$ cat config.mk
export PLATFORM = sky130hd
export DESIGN_NAME = fifo_dualbank_vr
export DESIGN_NICKNAME = d
export VERILOG_FILES = /design/src/rtl/fifo_dualbank_vr.sv
export SDC_FILE = /design/constraint.sdc
export NUM_CORES = 1
export LEC_CHECK = 0
export ABC_AREA = 1
export CAP_MARGIN = 10
export CORE_MARGIN = 2
export CORE_UTILIZATION = 25
export CTS_CLUSTER_SIZE = 28
export DETAILED_ROUTE_END_ITERATION = 8
export SLEW_MARGIN = 10
export SYNTH_ARGS = -nofsm -noshare
export SYNTH_HDL_FRONTEND = slang
export SYNTH_SLANG_ARGS = --single-unit
$ cat constraint.sdc
create_clock -name clk -period 4.6 [get_ports clk]
set_input_delay 0.69 -clock clk [delete_from_list [all_inputs] [get_ports clk]]
set_output_delay 0.69 -clock clk [all_outputs]
set_load 0.01 [all_outputs]
$ cat src/rtl/fifo_dualbank_vr.sv
// fifo_dualbank_vr: valid/ready FIFO built on two single-port RAM banks.
//
// Even pointer values live in bank 0 and odd ones in bank 1, so one write and one read can
// happen in the same cycle as long as they fall in different banks. A two-entry registered
// prefetch buffer (ob) feeds the output, so out_valid/out_data come straight from flops.
// in_ready depends only on the registered count, flush and rst_n; it has no path from
// out_ready.
//
// Ports:
//   clk          sole clock, all state updates on posedge
//   rst_n        synchronous active-low reset; clears everything that flush clears
//   flush        synchronous clear of all contents (RAM contents left as they are)
//   in_data      write payload
//   in_valid     write request; accept = in_valid & in_ready
//   in_ready     FIFO can take an entry this cycle
//   out_data     head entry (registered)
//   out_valid    head entry valid (registered)
//   out_ready    consumer pop; pop = out_valid & out_ready
//   count        entries held (RAM + in-flight read + prefetch buffer)
//   almost_full  count >= AF_LEVEL
//   almost_empty count <= AE_LEVEL
module fifo_dualbank_vr #(
  parameter int unsigned DATA_WIDTH = 8,
  parameter int unsigned FIFO_DEPTH = 16,
  parameter int unsigned AF_LEVEL   = FIFO_DEPTH - 2,
  parameter int unsigned AE_LEVEL   = 1,
  parameter int unsigned CNT_WIDTH  = $clog2(FIFO_DEPTH + 1)
) (
  input  logic                  clk,
  input  logic                  rst_n,
  input  logic                  flush,
  input  logic [DATA_WIDTH-1:0] in_data,
  input  logic                  in_valid,
  output logic                  in_ready,
  output logic [DATA_WIDTH-1:0] out_data,
  output logic                  out_valid,
  input  logic                  out_ready,
  output logic [CNT_WIDTH-1:0]  count,
  output logic                  almost_full,
  output logic                  almost_empty
);

  localparam int unsigned PtrW      = $clog2(FIFO_DEPTH);
  localparam int unsigned AddrW     = PtrW - 1;
  localparam int unsigned BankDepth = FIFO_DEPTH / 2;

  localparam logic [CNT_WIDTH-1:0] DepthCnt = CNT_WIDTH'(FIFO_DEPTH);
  localparam logic [CNT_WIDTH-1:0] AfCnt    = CNT_WIDTH'(AF_LEVEL);
  localparam logic [CNT_WIDTH-1:0] AeCnt    = CNT_WIDTH'(AE_LEVEL);

  // ---------------------------------------------------------------------------------------
  // State
  // ---------------------------------------------------------------------------------------
  logic [PtrW-1:0]                   wptr_q, wptr_d;
  logic [PtrW-1:0]                   rptr_q, rptr_d;
  logic [CNT_WIDTH-1:0]              count_q, count_d;
  logic [CNT_WIDTH-1:0]              ram_cnt_q, ram_cnt_d;
  logic                              inflight_q, inflight_d;
  logic                              inflight_bank_q, inflight_bank_d;
  logic [1:0]                        ob_cnt_q, ob_cnt_d;
  logic [1:0][DATA_WIDTH-1:0]        ob_data_q, ob_data_d;

  // ---------------------------------------------------------------------------------------
  // Handshakes and read-issue decision
  // ---------------------------------------------------------------------------------------
  logic       accept;
  logic       pop;
  logic       wr_bank;
  logic       rd_bank;
  logic [2:0] ob_occ;
  logic       ob_room;
  logic       issue;

  assign in_ready = ~flush & rst_n & (count_q < DepthCnt);
  assign accept   = in_valid & in_ready;
  assign pop      = out_valid & out_ready;
  assign wr_bank  = wptr_q[0];
  assign rd_bank  = rptr_q[0];

  // Buffer slots already committed (held + returning). A new read may go out only if its
  // data will still fit when it lands next cycle, counting the pop happening now.
  assign ob_occ  = {1'b0, ob_cnt_q} + {2'b00, inflight_q};
  assign ob_room = ob_occ <= (3'd1 + {2'b00, pop});

  // Writes own their bank; a read aimed at the bank being written waits one cycle, which
  // puts the two pointers out of phase for subsequent streaming.
  assign issue = ~flush & (ram_cnt_q != '0) & ob_room & ~(accept & (wr_bank == rd_bank));

  // ---------------------------------------------------------------------------------------
  // RAM banks (single port, registered read data, enable tied to rst_n)
  // ---------------------------------------------------------------------------------------
  logic [1:0]                 bank_we;
  logic [1:0][AddrW-1:0]      bank_addr;
  logic [1:0][DATA_WIDTH-1:0] bank_rdata;

  always_comb begin
    bank_we[0]   = accept & ~wr_bank;
    bank_we[1]   = accept & wr_bank;
    bank_addr[0] = bank_we[0] ? wptr_q[PtrW-1:1] : rptr_q[PtrW-1:1];
    bank_addr[1] = bank_we[1] ? wptr_q[PtrW-1:1] : rptr_q[PtrW-1:1];
  end

  for (genvar b = 0; b < 2; b++) begin : g_bank
    logic [DATA_WIDTH-1:0] mem_q [BankDepth];
    logic [DATA_WIDTH-1:0] douta_q;

    always_ff @(posedge clk) begin
      if (rst_n) begin
        if (bank_we[b]) begin
          mem_q[bank_addr[b]] <= in_data;
        end else begin
          douta_q <= mem_q[bank_addr[b]];
        end
      end
    end

    assign bank_rdata[b] = douta_q;
  end

  // ---------------------------------------------------------------------------------------
  // Next-state logic
  // ---------------------------------------------------------------------------------------
  logic [1:0] ob_after_pop;

  always_comb begin
    wptr_d          = wptr_q;
    rptr_d          = rptr_q;
    count_d         = count_q;
    ram_cnt_d       = ram_cnt_q;
    inflight_d      = issue;
    inflight_bank_d = rd_bank;
    ob_data_d       = ob_data_q;
    ob_after_pop    = ob_cnt_q - {1'b0, pop};

    if (accept) begin
      wptr_d = wptr_q + PtrW'(1);
    end
    if (issue) begin
      rptr_d = rptr_q + PtrW'(1);
    end

    ram_cnt_d = ram_cnt_q + CNT_WIDTH'(accept) - CNT_WIDTH'(issue);

    unique case ({accept, pop})
      2'b10:   count_d = count_q + CNT_WIDTH'(1);
      2'b01:   count_d = count_q - CNT_WIDTH'(1);
      default: count_d = count_q;
    endcase

    // Shift on pop, then append the returning read behind whatever is left.
    if (pop) begin
      ob_data_d[0] = ob_data_q[1];
    end
    if (inflight_q) begin
      if (ob_after_pop == 2'd0) begin
        ob_data_d[0] = bank_rdata[inflight_bank_q];
      end else begin
        ob_data_d[1] = bank_rdata[inflight_bank_q];
      end
    end
    ob_cnt_d = ob_after_pop + {1'b0, inflight_q};

    // Flush discards everything, including a read still on its way back.
    if (flush) begin
      wptr_d     = '0;
      rptr_d     = '0;
      count_d    = '0;
      ram_cnt_d  = '0;
      inflight_d = 1'b0;
      ob_cnt_d   = '0;
      ob_data_d  = '0;
    end
  end

  // ---------------------------------------------------------------------------------------
  // State registers
  // ---------------------------------------------------------------------------------------
  always_ff @(posedge clk) begin
    if (!rst_n) begin
      wptr_q          <= '0;
      rptr_q          <= '0;
      count_q         <= '0;
      ram_cnt_q       <= '0;
      inflight_q      <= 1'b0;
      inflight_bank_q <= 1'b0;
      ob_cnt_q        <= '0;
      ob_data_q       <= '0;
    end else begin
      wptr_q          <= wptr_d;
      rptr_q          <= rptr_d;
      count_q         <= count_d;
      ram_cnt_q       <= ram_cnt_d;
      inflight_q      <= inflight_d;
      inflight_bank_q <= inflight_bank_d;
      ob_cnt_q        <= ob_cnt_d;
      ob_data_q       <= ob_data_d;
    end
  end

  // ---------------------------------------------------------------------------------------
  // Outputs
  // ---------------------------------------------------------------------------------------
  assign out_valid    = ob_cnt_q != 2'd0;
  assign out_data     = ob_data_q[0];
  assign count        = count_q;
  assign almost_full  = count_q >= AfCnt;
  assign almost_empty = count_q <= AeCnt;

endmodule

==> flow_results.org, run 1 <==
** Pwr
- The analysis attributes to net switching a power of 900 µW.
- Internal power comes to 2750 µW.
- Sw frac :: 24.7%
- In this run the static leakage power is 0.00411 µW.
- For this design the ratio of total power to cell area is 369 mW/mm².
- Sequential cells burn 50.1% of the power.
- Combinational logic burns 8.8% of the power.
- Proportion of power drawn by the clock network :: 41.0%
- The worst-case IR drop observed on VDD is 0.207 mV.

** Worst setup path
- The worst setup path is captured at a flop.
- At the worst endpoint, the arrival time is 3.96 ns.
- Worst path top cell family by delay :: adder cells
- Logic depth of the worst register-to-register path :: 18
- Worst path cell trace :: clkdlybuf4s50_1, nand2_2, inv_1, fa_1, nor2_1, inv_1, o21ai_0, nand3_1, inv_1, ha_1, inv_1, ha_1, fa_1, a21oi_1, o21ai_0, o21ai_0, a21oi_1
- Critical path class :: in2reg
- Minimum setup slack among reg-to-reg paths :: 1.11 ns
- The largest individual stage delay along the critical path comes from the cell clkdlybuf4s50_1.
- Max FO, Critical Path :: 6
- The worst register-to-register path begins at ob_cnt_q[1].
- Most prevalent standard cell on the critical path :: inv_1
- Data on the critical path is required at its endpoint by 4.91 ns.
- On the worst path, the slowest cell contributes a delay of 0.47 ns.
- Together, buffers and inverters on the worst path number 5.
- STA classifies the critical path startpoint as an input pin.
- In this run the critical register-to-register path is captured at ram_cnt_q[4].

** Synthesis
- In the synthesized netlist, the number of instances is 906.
- The number of nets handed over by synthesis was 937.
- After synthesis, flip-flops and latches occupy 59.1% of the total area.
- Yosys warnings :: 0
- The largest total area in the synthesized netlist belongs to edfxtp_1.
- Top area cells in the synthesized netlist :: edfxtp_1, inv_1, nand2_1, dfxtp_1, nand3_1
- Post-synth EDFFs :: 144
- Synthesis instantiated 36 different standard cells from the library.
- Synthesized cell area :: 0.00861 mm²
- After synthesis, the largest area contributor takes up 50.2% of total cell area.
- By count the netlist is led by inv_1, nand2_1, edfxtp_1.
- Synthesized flop and latch total :: 182
- By instance count, the leading cell after synthesis is inv_1.
- Averaged over all synthesized cells, the footprint is 9.50 µm².
- Top flip-flop cell by instance count after synthesis :: edfxtp_1
- After synthesis, the share of flip-flops with an asynchronous set or reset is 0%.

** Cells and area
- The area growth from synthesis to layout is 14.8%.
- For this run, the share of the core covered by cells in the final layout is 29.3%.
- Fraction of layout instances using a drive strength above 1 :: 7.87%
- The net count of the finished layout is 958.
- Diode count :: 0

** Drt
- Routed wire length :: 17.4 mm
- In this run, the number of DRC markers left after iteration 0 of detailed routing was 405.
- Antenna violation net count after detailed routing :: 0
- Via-to-Cell Ratio :: 4.12
- Post-route DRC violation count :: 0
- The routed layout has 5718 vias.
- In the final routed layout, each cell accounts on average for 12.5 µm.
- Total iterations of the first detailed-routing run :: 5

** GRT
- After global routing the overflow that remains totals 0.
- Number of global-route vias before repair :: 5435
- The number of antenna violations at the first check in global routing is 0.
- Pin count of the biggest net entering global routing :: 33
- Wire length of the first global-routing pass :: 28.3 mm
- Tot GR Track Use :: 10.1%

** Worst hold path
- Type of the tightest min-delay check :: reg2reg
- The worst hold path begins at ob_data_q[13].
- For hold timing, the worst endpoint is ob_data_q[13].
- Instance count along the most critical hold path :: 2

** Clock network
- Number of gates resized after CTS :: 0
- Worst-Skew Late Latency :: 0.43 ns
- The number of clock buffers added by TritonCTS is 17.
- CTS built an H-tree with a depth of 4.
- Clock tree from TritonCTS :: yes
- Clock transition at the registers of the reported paths :: 0.07 ns
- Once the clock tree was built, the setup fixing pass inserted 0 buffers.
- For this design, the sink count on the clock tree is 182.
- Root buffer selected by CTS :: clkbuf_16
- The clock passes through at most 2 buffers.
- Number of buffers inserted for hold repair after clock tree synthesis :: 0

** Timing
- Measured against its own limit, the worst slew margin works out to 39.7%.
- Setup repair after global routing missed its margin :: no
- Subtracting the final worst setup slack from the clock period gives 3.66 ns.
- Min Hold Slack :: 0.447 ns
- Setup violations remaining at the end of the flow were counted as 0.
- Max-slew violation total from the final report :: 0
- For this run, the top clock speed supported by timing is 0.273 GHz.
- Setup TNS :: 0 ns
- For the final database, setup skew stands at 0.00928 ns.
- In the post-route analysis, the smallest setup slack over all paths is 0.942 ns.
- After layout, the worst path uses 79.5% of the clock period.
- Actual transition at the worst max-transition pin :: 0.898 ns
- The number of failing hold endpoints at the final stage was 0.

** Placed design
- Buffers placed on the I/O ports in this run total 29.
- At the placement stage, the worst setup path has a slack of 0.530 ns.
- Hpwl dp :: 11.7 mm
- The congestion estimate from routability-driven global placement came to 0.807.

** Outcome
- Outcome :: finished, final reports clean

** Die
- Boundary pin count :: 30
- The floorplan step defined a die boundary enclosing 0.0359 mm².
- Once the floorplan was initialized, standard cells occupied 25.5% of the core.
- The die is 190 µm tall.
- Width of the die :: 190 µm
- Number of standard-cell rows in the floorplan :: 67
- Area of the placeable core :: 0.0337 mm²

** Job
- Across the run, the number of max-cap violations was 0.
==> kinds of logic after synthesis <==
| family | count (synthesis) | share of synthesized area [%] |
|---|---|---|
| simple gates | 371 | 20.7 |
| buf+inv | 246 | 11.8 |
| flops | 182 | 59.1 |
| compound gates | 82 | 4.90 |
| fa+ha+maj | 18 | 2.79 |
| xor+xnor | 6 | 0.610 |
| mux | 1 | 0.131 |
==> routing by layer <==
metal / global-route usage, % / wire [µm] / up-vias
met5: 0 / 0 / -
met4: 3.70 / 266 / 0
met3: 2.07 / 790 / 13
met2: 16.4 / 8090 / 115
met1: 13.3 / 8270 / 2677
li1: - / - / 2913
==> state kept, by name (all words and copies together), names as in the netlist <==
register / count
out_data: 8
ob_cnt_q: 2
inflight_bank_q: 1
ob_data_q: 8
count: 5
g_bank.douta_q: 16
wptr_q: 4
ram_cnt_q: 5
g_bank.mem_q: 128
inflight_q: 1
rptr_q: 4
==> final cells by class <==
type                    instances  area (µm²)
fillers                      3523       23800
flip-flops and latches        182        5080
multi-input cells             478        2500
inverters                     217         815
well taps                     448         561
clock buffers                  17         425
repair buffers                 31         305
clock inverters                15         185
==> how the worst max path moves through the flow <==
stage,startpoint,end,slack [ns],depth (start not counted)
after floorplan,out_ready,ram_cnt_q[4],0.93,17
after global placement,out_ready,ram_cnt_q[4],0.60,17
after CTS,out_ready,ram_cnt_q[4],0.97,17
after detailed placement,out_ready,ram_cnt_q[4],0.53,17
after global routing,out_ready,ram_cnt_q[4],0.55,17
final,out_ready,ram_cnt_q[4],0.94,17
==> power groups by stage <==
stage / Clock [µW] / Sequential [µW] / Combinational (µW)
4_1_cts: 1530 / 1830 / 325
3_5_place_dp: 0 / 1870 / 323
6_report: 1500 / 1830 / 323
5_1_grt: 1590 / 1830 / 377
3_3_place_gp: 0 / 1870 / 318
2_1_floorplan: 0 / 1860 / 237
==> worst min-delay path, cell delays in order, from the launching register on <==
cell	delay (ns)
dfxtp_1	0.30
inv_1	0.05
a21oi_1	0.05
==> per-stage QoR <==
stage / instances / cell area [µm²] / total power, µW
3_5_place_dp: 1356 / 9270 / 2190
6_report: 1388 / 9880 / 3650
3_3_place_gp: 1356 / 9270 / 2180
4_1_cts: 1388 / 9880 / 3680
2_1_floorplan: 906 / 8610 / 2100
5_1_grt: 1388 / 9880 / 3800
==> layout by cell type, fill, tap and decap left out, types with 4 or more instances in the layout <==
cell type / netlist / layout
a21oi_1: 32 / 32
clkbuf_16: 0 / 17
clkdlybuf4s50_1: 0 / 29
dfxtp_1: 38 / 38
edfxtp_1: 144 / 144
ha_1: 16 / 16
inv_1: 213 / 213
inv_2: 4 / 4
inv_6: 0 / 4
nand2_1: 207 / 207
nand2_2: 15 / 15
nand3_1: 71 / 71
nand3b_1: 14 / 14
nand4_1: 10 / 10
nor2_1: 29 / 29
nor2_4: 7 / 7
nor3_1: 4 / 4
o21ai_0: 43 / 43
xor2_1: 4 / 4
(Power assumes the default switching activity.)
==> inputs of run 2 (changes only) <==
==> constraint.sdc (replaced) <==
create_clock -name clk -period 3.05 [get_ports clk]
set_input_delay 0.4575 -clock clk [delete_from_list [all_inputs] [get_ports clk]]
set_output_delay 0.4575 -clock clk [all_outputs]
set_load 0.01 [all_outputs]
==> run 2 against run 1 <==
Cell count is 2.6% higher; combinational power is 78% higher; total power up 52%; critical endpoint unchanged; critical path type is now reg2reg; flip-flop and latch count unchanged; highest routed layer unchanged; via count up 2.2%; critical path depth grew 2; non-clock buffer count grew 36; largest power group unchanged; clock-buffer cell count did not move; utilization is 0.97 points higher; die area did not move; routed wire length grew 3.4%.
==> flow_results.org, run 2 (synthesis gave the netlist of run 1 again) <==
** Worst setup path
- CP startpoint :: ob_cnt_q[1] (was out_ready)
- Worst path cell trace :: inv_2, nand2_4, nand2_4, inv_2, fa_1, nor2_2, inv_1, nor2_2, a21oi_2, nand3_2, inv_1, ha_1, inv_1, ha_2, fa_2, a21oi_2, o21ai_1, o21ai_1, a21oi_1 (was clkdlybuf4s50_1, nand2_2, inv_1, fa_1, nor2_1, inv_1, o21ai_0, nand3_1, inv_1, ha_1, inv_1, ha_1, fa_1, a21oi_1, o21ai_0, o21ai_0, a21oi_1)
- The flop-to-flop setup slack came to 0.19 ns (was 1.11 ns).
- Critical register-to-register path endpoint :: ram_cnt_q[4] (unchanged)
- The dominant cell type by count on the critical path was inv_1 (unchanged).
- Arr. time, crit path :: 3.19 ns (was 3.96 ns)
- The critical path class is reg2reg (was in2reg).
- Crit. End Element :: flop (unchanged)
- Longest individual stage delay on the worst path :: 0.45 ns (was 0.47 ns)
- The critical path depth in cells is 19 (was 17).
- Worst path top cell family by delay :: adder cells (unchanged)
- The startpoint of the lowest-slack register-to-register path was ob_cnt_q[1] (unchanged).
- The last element of the critical path is ram_cnt_q[4] (unchanged).
- Max FO, Critical Path :: 3 (was 6)
- The depth of the worst register-to-register path was 19 (was 18).
- Critical Path Slowest Stage Cell :: fa_1 (was clkdlybuf4s50_1)
- Data required time at the worst endpoint :: 3.38 ns (was 4.91 ns)
- The critical path startpoint category is a flop (was input pin).
- Buffering stage count on the worst path with inverters included :: 5 (unchanged)

** GRT
- GR Layer Usage met2 :: 16.8% (was 16.4%)
- The number of global-route vias before repair was 5493 (was 5435).
- Met3 Use GR :: 2.32% (was 2.07%)
- Global routing usage on met1 :: 14.4% (was 13.3%)
- GRT Residual Overflow :: 0 (unchanged)
- The busiest layer in global routing is met2 (unchanged).
- Pin count of the biggest net entering global routing :: 33 (unchanged)
- Tot GR Track Use :: 10.6% (was 10.1%)
- Initial antenna violation count :: 0 (unchanged)
- Wire length of the first global-routing pass :: 29.1 mm (was 28.3 mm)

** Cells and area
- Top library cells by usage in the layout, fill and taps aside :: inv_1, nand2_1, edfxtp_1 (unchanged)
- Final standard cell area without fillers :: 0.0102 mm² (was 0.00988 mm²)
- Flip-flop count of the largest register after layout :: 128 (unchanged)
- The antenna diode count came to 0 (unchanged).
- The commonest non-fill, non-tap cell in the layout was inv_1 (unchanged).
- Layout overhead on the synthesized area :: 18.6% (was 14.8%)
- Net count of the finished layout :: 994 (was 958)
- The fraction of final layout cells with drive strength greater than 1 came to 12.8% (was 7.87%).

** Die
- Starting utilization of the core area :: 25.5% (unchanged)
- The row count was 67 (unchanged).
- Die Height :: 190 µm (unchanged)
- Width of the die :: 190 µm (unchanged)
- Boundary pin count :: 30 (unchanged)
- Die area :: 0.0359 mm² (unchanged)
- Area of the placeable core :: 0.0337 mm² (unchanged)

** Timing
- Final count of negative-setup-slack endpoints :: 0 (unchanged)
- FMAX :: 0.350 GHz
- Final number of hold-violating endpoints :: 0 (unchanged)
- Max-slew violation total from the final report :: 0 (unchanged)
- The slew at the pin with the worst max-slew slack is 0.856 ns (was 0.898 ns).
- The worst path uses 93.7% of the clock period.
- Time the final worst path needs with I/O delays and setup :: 2.86 ns
- The tightest slew margin relative to the limit was 42.7% (was 39.7%).
- The worst-case clock skew was 0.0114 ns (was 0.00928 ns).

** Drt
- The iteration count of the initial detailed-routing pass was 7 (was 5).
- The via count was 5844 (was 5718).
- The per-cell routed wire length was 12.7 µm (was 12.5 µm).
- The detailed-route DRC error count was 0 (unchanged).
- The number of nets still failing antenna checks after routing is 0 (unchanged).
- The final wirelength came to 18.0 mm (was 17.4 mm).
- The number of DRC markers after the initial detailed-route iteration is 440 (was 405).
- Via-to-Cell Ratio :: 4.10 (was 4.12)

** Pwr
- Final total power :: 5560 µW (was 3650 µW)
- The power per unit of standard cell area was 545 mW/mm² (was 369 mW/mm²).
- The leakage dissipation came to 0.00430 µW (was 0.00411 µW).
- IR Drop Worst-Case VDD :: 0.325 mV (was 0.207 mV)

** Clock network
- Clock tree from TritonCTS :: yes (unchanged)
- The number of levels in the clock H-tree came to 4 (unchanged).
- The number of sinks on the clock net is 182 (unchanged).
- CTS buffer count :: 17 (unchanged)
- The clock root buffer is clkbuf_16 (unchanged).
- Clock transition at the registers of the reported paths :: 0.07 ns (about the same)
- The maximum clock insertion buffer count was 2 (unchanged).
- The clock latency on the worst-skew pair came to 0.44 ns (was 0.43 ns).

** Outcome
- Outcome: finished, final reports clean (unchanged).

** Job
- Number of maximum-capacitance constraint violations :: 0 (unchanged)

** Worst hold path
- Type of the tightest min-delay check :: reg2reg (unchanged)
- Startpoint of the worst hold path :: ob_data_q[15] (was ob_data_q[13])

** Placed design
- Hpwl dp :: 12.3 mm (was 11.7 mm)
- Total of buffers placed on input and output ports :: 29 (unchanged)
- Dpl cell area :: 0.00958 mm² (was 0.00927 mm²)
- The routability congestion estimate from global placement came to 0.771 (was 0.807).
[run 2: cell count changes in the layout (fill, tap and decap cells not counted), moves of 3 or more]
| cell | change |
|---|---|
| buf_4 | +35 |
| dfxtp_1 | -3 |
| dfxtp_2 | +3 |
| inv_1 | -3 |
| inv_2 | +3 |
| o21ai_0 | -3 |
| o21ai_1 | +3 |
[run 2: per-layer routing]
layer  vias to the layer above  share of wire [%]
met4                         0                1.5
met1                      2743                 48
met5                         -                  0
met2                        94                 47
li1                       2988                  -
met3                        19                4.2
[run 2: where the power goes]
group | internal (µW) | switching, µW
registers | 2730 | 35.8
clock network | 1180 | 1050
logic | 237 | 337
total | 4140 | 1420
[run 2: worst register-to-register path, stage by stage, from the launching register on]
cell and delay, ns:
dfxtp_2 0.34, inv_2 0.09, nand2_4 0.07, nand2_4 0.07, inv_2 0.04, fa_1 0.45
nor2_2 0.13, inv_1 0.07, nor2_2 0.09, a21oi_2 0.07, nand3_2 0.06, inv_1 0.05
ha_1 0.26, inv_1 0.04, ha_2 0.18, fa_2 0.37, a21oi_2 0.14, o21ai_1 0.08
o21ai_1 0.11, a21oi_1 0.05
[run 2: area by class of cell]
class / count / area, µm²
Tap cell: 448 / 561
Clock buffer: 17 / 425
Multi-Input combinational cell: 478 / 2550
Timing Repair Buffer: 67 / 588
Inverter: 217 / 815
Sequential cell: 182 / 5090
Fill cell: 3506 / 23500
Clock inverter: 15 / 179
[run 2: repair_timing]
item                       in CTS  in global routing
gates resized for setup         0                  9
setup buffers                   0                  0
setup endpoints to repair       0                  1
hold buffers                    0                  0
hold endpoints to repair        0                  0
[run 2: worst min-delay path by stage]
stage	slack, ns	depth (start not counted)	endpoint
CTS	0.45	2	ob_data_q[15]
global route	0.47	2	ob_data_q[13]
floorplan	0.42	2	ob_data_q[15]
detailed placement	0.43	2	ob_data_q[15]
finish	0.45	2	ob_data_q[15]
global placement	0.43	2	ob_data_q[12]
[run 2: metrics by stage]
stage	setup WS, ns	TNS [ns]	hold slack [ns]	utilization, %	std cells
final	0.191	0	0.445	30.3	1424
after detailed placement	-0.343	-0.772	0.435	28.4	1392
after CTS	0.118	0	0.446	30.2	1424
after floorplan	0.00322	0	0.423	-	906
after global routing	-0.00550	-0.00550	0.471	30.3	1424
after global placement	-0.310	-0.655	0.432	28.4	1392
==> inputs of run 3 (changes only) <==
--- a/config.mk
+++ b/config.mk
@@ -7,7 +7,6 @@
 export LEC_CHECK = 0
 export ABC_AREA = 1
 export CAP_MARGIN = 10
-export CORE_MARGIN = 2
 export CORE_UTILIZATION = 25
 export CTS_CLUSTER_SIZE = 28
 export DETAILED_ROUTE_END_ITERATION = 8
==> run 3 against run 2 <==
Clock-buffer cell count is 2 higher; worst hold slack worse by 0.00088 ns; register-to-register slack worse by 0.02 ns; critical path type unchanged; largest cell class unchanged.
==> flow_results.org, run 3 (synthesis gave the netlist of run 1 again) <==
** Outcome
- Outcome :: finished, final reports clean (unchanged)

** Drt
- Via-to-Cell Ratio :: 4.08 (was 4.10)
- The final wirelength is 17.6 mm (was 18.0 mm).
- The via count came to 5821 (was 5844).
- The detailed-route DRC error count was 0 (unchanged).
- The iteration count of the initial detailed-routing pass is 4 (was 7).
- The number of DRC markers after the initial detailed-route iteration came to 333 (was 440).
- The number of nets still failing antenna checks after routing is 0 (unchanged).
- Detailed-route wire length per cell :: 12.3 µm (was 12.7 µm)

** Placed design
- The area of placed instances was 0.00960 mm² (was 0.00958 mm²).
- The port buffer count is 29 (unchanged).
- The total half-perimeter wirelength after legalization and detailed placement is 12.3 mm (about the same).
- The worst setup slack before clock tree synthesis is -0.363 ns (was -0.343 ns).
- Weighted congestion reported at the end of routability-driven placement :: 0.780 (was 0.771)

** Worst setup path
- Number of gates on the worst path with buffers counted :: 19 (unchanged)
- Worst path cell trace: inv_2, nand2_4, nand2_4, inv_2, fa_1, nor2_2, inv_2, nor2_2, a21oi_2, nand3_2, inv_2, ha_4, inv_2, ha_4, fa_2, a21oi_2, o21ai_2, o21ai_1, a21oi_1 (was inv_2, nand2_4, nand2_4, inv_2, fa_1, nor2_2, inv_1, nor2_2, a21oi_2, nand3_2, inv_1, ha_1, inv_1, ha_2, fa_2, a21oi_2, o21ai_1, o21ai_1, a21oi_1).
- Crit. End Element :: flop (unchanged)
- The total buffers and inverters traversed by the critical path came to 5 (unchanged).
- Arr. time, crit path :: 3.20 ns (was 3.19 ns)
- Worst path top cell family by delay :: adder cells (unchanged)
- The critical path required time came to 3.37 ns (was 3.38 ns).
- Max FO, Critical Path :: 3 (unchanged)
- The dominant cell type by count on the critical path was inv_2 (was inv_1).
- Longest individual stage delay on the worst path :: 0.45 ns (about the same)
- The critical path class is reg2reg (unchanged).
- The critical path startpoint category is a flop (unchanged).
- Logic depth of the worst register-to-register path :: 19 (unchanged)
- Critical Path Slowest Stage Cell :: fa_1 (unchanged)

** Timing
- Setup repair after global routing left no endpoint under its margin.
- Worst clock skew on the final layout :: 0.00925 ns (was 0.0114 ns)
- Max-slew violation total from the final report :: 0 (unchanged)
- Remaining max-slew budget at the tightest pin :: 49.4% (was 42.7%)
- The number of setup violations in the final report was 0 (unchanged).
- The smallest setup slack after layout is 0.171 ns (was 0.191 ns).
- The final critical path time including I/O delays and setup is 2.88 ns (was 2.86 ns).
- FMAX :: 0.347 GHz (was 0.350 GHz)
- Period Utilization, post-route :: 94.4% (was 93.7%)
- Setup TNS :: 0 ns (unchanged)
- Actual transition at the worst max-transition pin :: 0.756 ns (was 0.856 ns)
- Final number of hold-violating endpoints :: 0 (unchanged)

** GRT
- Number of global-route vias before repair :: 5580 (was 5493)
- Wire length of the first global-routing pass :: 29.0 mm (was 29.1 mm)
- The total grt overflow came to 0 (unchanged).
- The total global-route track usage is 10.5% (was 10.6%).
- The number of antenna violations at the first check in global routing is 0 (unchanged).
- Pin count of the biggest net entering global routing :: 33 (unchanged)

** Pwr
- Cell area power density :: 544 mW/mm² (was 545 mW/mm²)
- The power dissipated by switching net loads came to 1310 µW (was 1420 µW).
- Proportion of power drawn by the clock network :: 39.3% (was 40.0%)
- The switching power share of the total came to 23.5% (was 25.5%).
- Final total power :: 5590 µW (was 5560 µW)
- The sequential cell fraction of total power is 49.4% (was 49.7%).
- Static leakage :: 0.00432 µW (was 0.00430 µW)
- The maximum ir drop on the vdd rail was 0.257 mV (was 0.325 mV).
- The internal power summed over all cells came to 4280 µW (was 4140 µW).
- Combinational group share of total power :: 11.2% (was 10.3%)

** Clock network
- Buffers from clock root to sink, at most :: 2 (unchanged)
- The number of sinks on the clock net came to 182 (unchanged).
- Number of buffers inserted for hold repair after clock tree synthesis :: 0 (unchanged)
- The number of buffers created by CTS was 17 (unchanged).
- The clock slew seen by the registers of the worst setup and hold paths came to 0.07 ns (about the same).
- Clock tree from TritonCTS :: yes (unchanged)
- Root buffer selected by CTS :: clkbuf_16 (unchanged)
- Worst-Skew Late Latency :: 0.42 ns (was 0.44 ns)
- CTS H-tree lvls :: 4 (unchanged)

** Cells and area
- The number of flip-flops under the largest register name was 128 (unchanged).
- Final standard cell area without fillers :: 0.0103 mm² (was 0.0102 mm²)
- The commonest non-fill, non-tap cell in the layout is inv_1 (unchanged).
- The fraction of final layout cells with drive strength greater than 1 was 13.6% (was 12.8%).
- The final layout net count is 999 (was 994).
- Top library cells by usage in the layout, fill and taps aside: inv_1, nand2_1, edfxtp_1 (unchanged).
- The antenna diode count came to 0 (unchanged).
- The area growth from synthesis to layout was 19.4% (was 18.6%).

** Die
- Width of the die :: 188 µm (was 190 µm)
- Area of the placeable core :: 0.0337 mm² (unchanged)
- Boundary pin count :: 30 (unchanged)
- Die area :: 0.0352 mm² (was 0.0359 mm²)
- The height of the die is 188 µm (was 190 µm).
- Starting utilization of the core area :: 25.5% (unchanged)
- The row count came to 67 (unchanged).

** Job
- Number of maximum-capacitance constraint violations :: 0 (unchanged)

** Worst hold path
- The hold-critical path depth is 2 (unchanged).
- Type of the tightest min-delay check :: reg2reg (unchanged)
[run 3: cell types whose count changed in the layout (fill, tap and decap cells not counted), moves of 2 or more]
cell / before / now
buf_4: 37 / 41
bufinv_16: 1 / 3
clkbuf_1: 0 / 2
clkinv_8: 2 / 0
clkinvlp_4: 1 / 3
ha_4: 1 / 3
inv_1: 210 / 207
inv_2: 7 / 10
inv_6: 3 / 1
inv_8: 5 / 0
o21ai_1: 4 / 2
o21ai_2: 0 / 2
[run 3: power by group through the flow]
stage	Sequential [µW]	Combinational (µW)	Clock, µW
finish	2770	629	2200
floorplan	2800	374	0
global placement	2820	571	0
global route	2770	720	2350
detailed placement	2820	581	0
CTS	2760	585	2250
[run 3: worst reg2reg max path: cells and delay by family, from the launching register on]
| family | cells | cell delay (ns) |
|---|---|---|
| DFF | 1 | 0.34 |
| AOI/OAI and AO/OA | 5 | 0.48 |
| and+or+nand+nor | 5 | 0.48 |
| adders and majority gates | 4 | 1.21 |
| buffers and inverters | 5 | 0.28 |
[run 3: cell type report]
class                   count  area, µm²
clock buffers              19        433
clock inverters            11        153
fillers                  3507      23400
inverters                 217        815
multi-input cells         478       2580
flip-flops and latches    182       5090
well taps                 448        561
repair buffers             72        641
[run 3: final timing paths]
| kind | start | end | slack, ns |
|---|---|---|---|
| worst min-delay path | ob_data_q[8] | ob_data_q[8] | 0.44 |
| worst min register to register | ob_data_q[8] | ob_data_q[8] | 0.44 |
| worst max register to register | ob_cnt_q[1] | ram_cnt_q[4] | 0.17 |
| worst max-delay path | ob_cnt_q[1] | ram_cnt_q[4] | 0.17 |
[run 3: routing by layer]
metal / up-vias / track usage [%] / routed length (µm) / share of wire, %
met5: - / 0 / 0 / 0
met4: 0 / 3.78 / 218 / 1.2
met3: 12 / 2.15 / 544 / 3.1
met2: 80 / 16.6 / 8200 / 47
met1: 2744 / 14.4 / 8650 / 49
li1: 2985 / - / - / -
[run 3: per-stage QoR]
step,hold WS (ns),cells,util [%]
CTS,0.447,1424,30.2
global placement,0.431,1394,28.5
detailed placement,0.437,1394,28.5
finish,0.445,1427,30.5
floorplan,0.423,906,-
global route,0.465,1427,30.5
[run 3: timing repair]
item,CTS,global route
endpoints found under the setup margin,0,3
buffers inserted,0,3
gates resized for setup,0,19
